<file path="src/rtl/crc_check.sv">
// Receive-side USB CRC checker: skips SYNC+PID, runs CRC5/CRC16 over the body
// (payload plus received CRC), then checks the residual and the body length.
module crc_check #(
  parameter int MAX_DATA_BYTES = 1024,
  parameter int CNT_W          = 14
) (
  input  logic       clk,
  input  logic       rst_n,
  input  logic       s_in,
  input  logic       start,
  input  logic       endr,
  input  logic       pause,
  input  logic [1:0] pkt_type,
  output logic       busy,
  output logic       done,
  output logic       crc_ok,
  output logic       crc_err
);

  typedef enum logic [1:0] {IDLE, HDR, BODY, DONE} state_t;

  localparam logic [4:0]       POLY5    = 5'b00101;
  localparam logic [15:0]      POLY16   = 16'h8005;
  localparam logic [4:0]       RES5     = 5'b01100;
  localparam logic [15:0]      RES16    = 16'h800D;
  localparam logic [CNT_W-1:0] CRC_BITS = CNT_W'(16);
  localparam logic [CNT_W-1:0] MAX_BITS = CNT_W'(8 * MAX_DATA_BYTES + 16);

  state_t           state, state_nxt;
  logic [1:0]       typ;
  logic [4:0]       crc5;
  logic [15:0]      crc16;
  logic [3:0]       hdr_cnt;
  logic [CNT_W-1:0] body_cnt;
  logic             bit_vld;
  logic             pass;
  logic             x5, x16;

  assign bit_vld = ((state == HDR) || (state == BODY)) && !pause && !endr;
  assign busy    = (state == HDR) || (state == BODY);
  assign done    = (state == DONE);
  assign x5      = crc5[4] ^ s_in;
  assign x16     = crc16[15] ^ s_in;

  always_ff @(posedge clk or negedge rst_n) begin
    if (!rst_n) state <= IDLE;
    else        state <= state_nxt;
  end

  // start overrides everything, including endr and the DONE cycle
  always_comb begin
    state_nxt = state;
    if (start) begin
      state_nxt = HDR;
    end else begin
      case (state)
        IDLE: state_nxt = IDLE;
        HDR: begin
          if (endr)                           state_nxt = DONE;
          else if (bit_vld && hdr_cnt == 4'hF) state_nxt = BODY;
        end
        BODY:    if (endr) state_nxt = DONE;
        default: state_nxt = IDLE;
      endcase
    end
  end

  // Verdict evaluated on the endr cycle; endr while still in HDR never passes.
  always_comb begin
    pass = 1'b0;
    case (typ)
      2'b00: pass = (body_cnt == '0);
      2'b01: pass = (body_cnt == CRC_BITS) && (crc5 == RES5);
      2'b10: pass = (body_cnt >= CRC_BITS) && (body_cnt[2:0] == 3'b000) &&
                    (body_cnt <= MAX_BITS) && (crc16 == RES16);
      default: pass = 1'b0;
    endcase
    if (state != BODY) pass = 1'b0;
  end

  always_ff @(posedge clk or negedge rst_n) begin
    if (!rst_n) begin
      typ      <= 2'b00;
      crc5     <= 5'h1F;
      crc16    <= 16'hFFFF;
      hdr_cnt  <= '0;
      body_cnt <= '0;
      crc_ok   <= 1'b0;
      crc_err  <= 1'b0;
    end else if (start) begin
      typ      <= pkt_type;
      crc5     <= 5'h1F;
      crc16    <= 16'hFFFF;
      hdr_cnt  <= '0;
      body_cnt <= '0;
      crc_ok   <= 1'b0;
      crc_err  <= 1'b0;
    end else begin
      if (bit_vld && state == HDR) hdr_cnt <= hdr_cnt + 4'd1;
      if (bit_vld && state == BODY) begin
        crc5  <= {crc5[3:0], 1'b0} ^ (x5 ? POLY5 : 5'b0);
        crc16 <= {crc16[14:0], 1'b0} ^ (x16 ? POLY16 : 16'b0);
        if (body_cnt != '1) body_cnt <= body_cnt + 1'b1;
      end
      if (endr && (state == HDR || state == BODY)) begin
        crc_ok  <= pass;
        crc_err <= !pass;
      end
    end
  end

endmodule
</file>
<file path="config.mk">
export PLATFORM = sky130hd
export DESIGN_NAME = crc_check
export DESIGN_NICKNAME = d
export VERILOG_FILES = /design/src/rtl/crc_check.sv
export SDC_FILE = /design/constraint.sdc
export NUM_CORES = 1
export LEC_CHECK = 0
export BUFFER_PORTS_ARGS = -buffer_cell sky130_fd_sc_hd__buf_2
export CAP_MARGIN = 20
export CELL_PAD_IN_SITES_DETAIL_PLACEMENT = 0
export CELL_PAD_IN_SITES_GLOBAL_PLACEMENT = 1
export CORE_MARGIN = 8
export CORE_UTILIZATION = 40
export CTS_CLUSTER_DIAMETER = 100
export DETAILED_ROUTE_END_ITERATION = 12
export PLACE_DENSITY = 0.69
export SLEW_MARGIN = 5
export SYNTH_ARGS = -nofsm -noshare
export SYNTH_HDL_FRONTEND = slang
export SYNTH_SLANG_ARGS = --single-unit
</file>
<file path="constraint.sdc">
create_clock -name clk -period 1.85 [get_ports clk]
set_clock_uncertainty 0.15 [all_clocks]
set_input_delay 0.185 -clock clk [delete_from_list [all_inputs] [get_ports clk]]
set_output_delay 0.185 -clock clk [all_outputs]
set_load 0.02 [all_outputs]
</file>
==> impl_metrics.csv <==
group,metric,value,unit
grt,antenna_found_initial,0,
layout,final_cell_area,3250,um^2
layout,area_delta_synth_final,33.9,%
clock_network,cts_tree,"built",
power_and_ir_drop,p_int,1.77,mW
placed_design,dp.cells,366,
drt,viasPerCell,5.17,
clock_network,clock_latency,0.30,ns
outcome,violations,"negative setup slack",
grt,grt_pass1_wl,9.76,mm
floorplan,fp.dieH,93.9,um
job,maxCapViolations,0,
grt,grt_max_degree,49,
timing,setup_viol,14,
grt,overflow,0,
critical_path,cpLargestDelayFamily,"simple AND/OR/NAND/NOR gates",
drt,wire_per_inst,14.6,um
timing,fin_setup_tns,-1.42,ns
placed_design,place_ws,-0.188,ns
yosys,ys_seq_elements,45,
critical_path,crit_chain,"inv_2, ha_4, nor4b_4, o211ai_1, buf_4, nor3b_2, xnor2_1, nor2_1",
power_and_ir_drop,p_seq_frac,0.448,
power_and_ir_drop,power_frac_clock,0.277,
yosys,syn_nets,272,
grt,gr-usage-all-layers,0.138,
placed_design,gp_congestion,0.757,
yosys,syn_area,2430,um^2
clock_network,ctsRootBufferMaster,"clkbuf_8",
yosys,yosysWarnings,0,
layout,drive_gt1_frac,0.399,
drt,drt_wl_total,5.67,mm
timing,fin_crit_sh,1.09,
floorplan,rows,28,
critical_path,end_kind,"flop",
critical_path,slowest_stage,"dfrtp_1",
power_and_ir_drop,switchingPower,0.758,mW
drt,drc,0,
clock_network,clockBufferDepth,2,
critical_path,cp_data_required_time,1.89,ns
floorplan,design.core.area,5890,um^2
yosys,syn_avg_cell_area,9.41,um^2
drt,num_vias,2007,
floorplan,ioPinCount,12,
power_and_ir_drop,p_sw_frac,0.300,
timing,relSlewSlack,0.716,
yosys,synth_seq_area_share,0.475,
floorplan,start_util,0.412,
timing,finalWorstSetupSlack,-0.174,ns
timing,slew_violations,0,
drt,drt-pass1-iter-count,4,
critical_path,path_buf_inv,2,
floorplan,die_area,8820,um^2
layout,postLayoutCoreUtil,0.552,
grt,first_global_vias,2007,
clock_network,clk_pin_slew_worst_paths,0.09,ns
power_and_ir_drop,pwr-share-comb,0.275,
power_and_ir_drop,vdd_drop_max,0.429,mV
layout,antenna_cells,0,
yosys,synth_edf_count,0,
critical_path,crit_fanout,3,
floorplan,die_x,93.9,um
drt,drt_iter0_drc,115,
timing,min_period,2.02,ns
power_and_ir_drop,cellPowerDensity,778,nW/um^2
critical_path,crit_path_start_kind,"flop",
placed_design,io_buffers,11,
timing,max_freq,494,MHz
layout,fin_nets,326,
timing,final_hold_viol_count,0,
critical_path,cp.arrival,2.07,ns
timing,rsz0062_at_grt,"true",
clock_network,cts.sinks,45,
critical_path,crit_type,"flop to flop",
timing,hold_slack,0.0931,ns
layout,fillCellCount,518,
placed_design,placed_area,2860,um^2
yosys,synth_ff_type,"dfrtp_1",
yosys,async_reset_ff_frac,1.00,
timing,tightest_slew,0.426,ns
power_and_ir_drop,total_power,2.53,mW
clock_network,htreeDepth,2,
placed_design,dpl.hpwl,3.72,mm
hold_path,hold_class,"primary input to flop",
critical_path,cp_slowest_stage_delay,0.40,ns
drt,ant_nets,0,
layout,stdcell_count,388,
yosys,synth.distinct_cells,44,
yosys,synthCells,258,
outcome,status,"complete, but fails checks",
clock_network,cts_buffers,5,
power_and_ir_drop,p_leak,1.40,nW
timing repair:
| action | in CTS | in global routing |
|---|---|---|
| resized for setup | 30 | 8 |
| pin swaps | 22 | 16 |
| setup buffers | 6 | 4 |
| endpoints found under the hold margin | 18 | 0 |
| hold buffers | 3 | 0 |
| cloned | 1 | 0 |
| endpoints found under the setup margin | 19 | 39 |
flip-flops by register name, summed over array words and instances, names as in the netlist:
signal / count
crc_err: 1
typ: 2
crc5: 5
body_cnt: 14
crc_ok: 1
crc16: 16
state: 2
hdr_cnt: 4
layout by cell type, fill, tap and decap left out, types with 3 or more instances in the layout:
master / n
buf_2: 11
nor3b_2: 3
dfstp_2: 21
nor2b_1: 3
ha_1: 4
buf_6: 5
buf_4: 41
nor4_4: 3
xor2_1: 4
a21oi_1: 3
nor3_2: 6
dfrtp_1: 23
nand3b_1: 19
nor2_1: 24
mux2_2: 3
inv_1: 6
nand3_1: 4
nand2_1: 46
dlygate4sd3_1: 3
o21ai_0: 3
nor3_1: 3
xnor2_1: 15
clkbuf_8: 5
nand4_1: 7
cells by family after synthesis:
group / Yosys count / synth area share
AND/OR/NAND/NOR: 140 / 0.303
buffers and inverters: 22 / 0.0361
AO/OA/AOI/OAI: 21 / 0.0650
XOR/XNOR: 19 / 0.0686
adder cells (fa/ha/maj): 6 / 0.0309
flip-flops: 45 / 0.475
multiplexers: 5 / 0.0222
routing by layer:
metal  part of all wire  wire length [um]  track usage  up-vias
met5                  0                 0            0        -
met4              0.019               106       0.0542        0
met3              0.026               148       0.0248        8
met1               0.50              2820        0.183      981
met2               0.46              2600        0.217       23
li1                   -                 -            -      995
power groups by stage:
stage	Sequential, mW	Combinational [mW]	Clock, mW
final	1.13	0.697	0.701
after detailed placement	1.15	0.654	0
after global routing	1.14	0.776	0.765
after global placement	1.15	0.649	0
after floorplan	1.15	0.395	0
after CTS	1.13	0.689	0.722
path summary, 6_finish.rpt:
check,from,end,slack [ns],cells after the start
worst min-delay path,s_in,crc5[0],0.09,4
min in group asynchronous,rst_n,hdr_cnt[2],0.19,2
max in group asynchronous,rst_n,crc16[6],0.78,3
worst max register to register,state[0],body_cnt[3],-0.17,8
worst max-delay path,state[0],body_cnt[3],-0.17,8
worst min register to register,crc5[2],crc5[3],0.34,2
synthesized netlist by cell type, types with 4 or more instances:
library cell  instances  area [um^2]
nand2_1              49          184
xor2_1                4         35.0
nand3_1               4         20.0
a21oi_1               4         20.0
nand4_1               7         43.8
nor3_1               11         55.1
xnor2_1              15          131
nand3b_1             19          143
buf_2                 4         20.0
nor2_1               27          101
ha_1                  6         75.1
dfstp_2              21          552
dfrtp_1              24          601
clkbuf_1             10         37.5
o21ai_0               4         20.0
inv_1                 7         26.3
worst min-delay path, delay by kind of cell:
family	cells	cell delay, ns
xor+xnor	1	0.09
buf+inv	1	0.12
simple gates	2	0.14
cell type report:
class / instances / area (um^2) / area share
clock buffers: 7 / 97.6 / 0.0300
well taps: 75 / 93.8 / 0.0289
inverters: 7 / 26.3 / 0.00808
repair buffers: 62 / 489 / 0.151
multi-input cells: 191 / 1380 / 0.425
clock inverters: 1 / 8.76 / 0.00269
flip-flops and latches: 45 / 1150 / 0.355
Power figures use the tool's default switching activity.
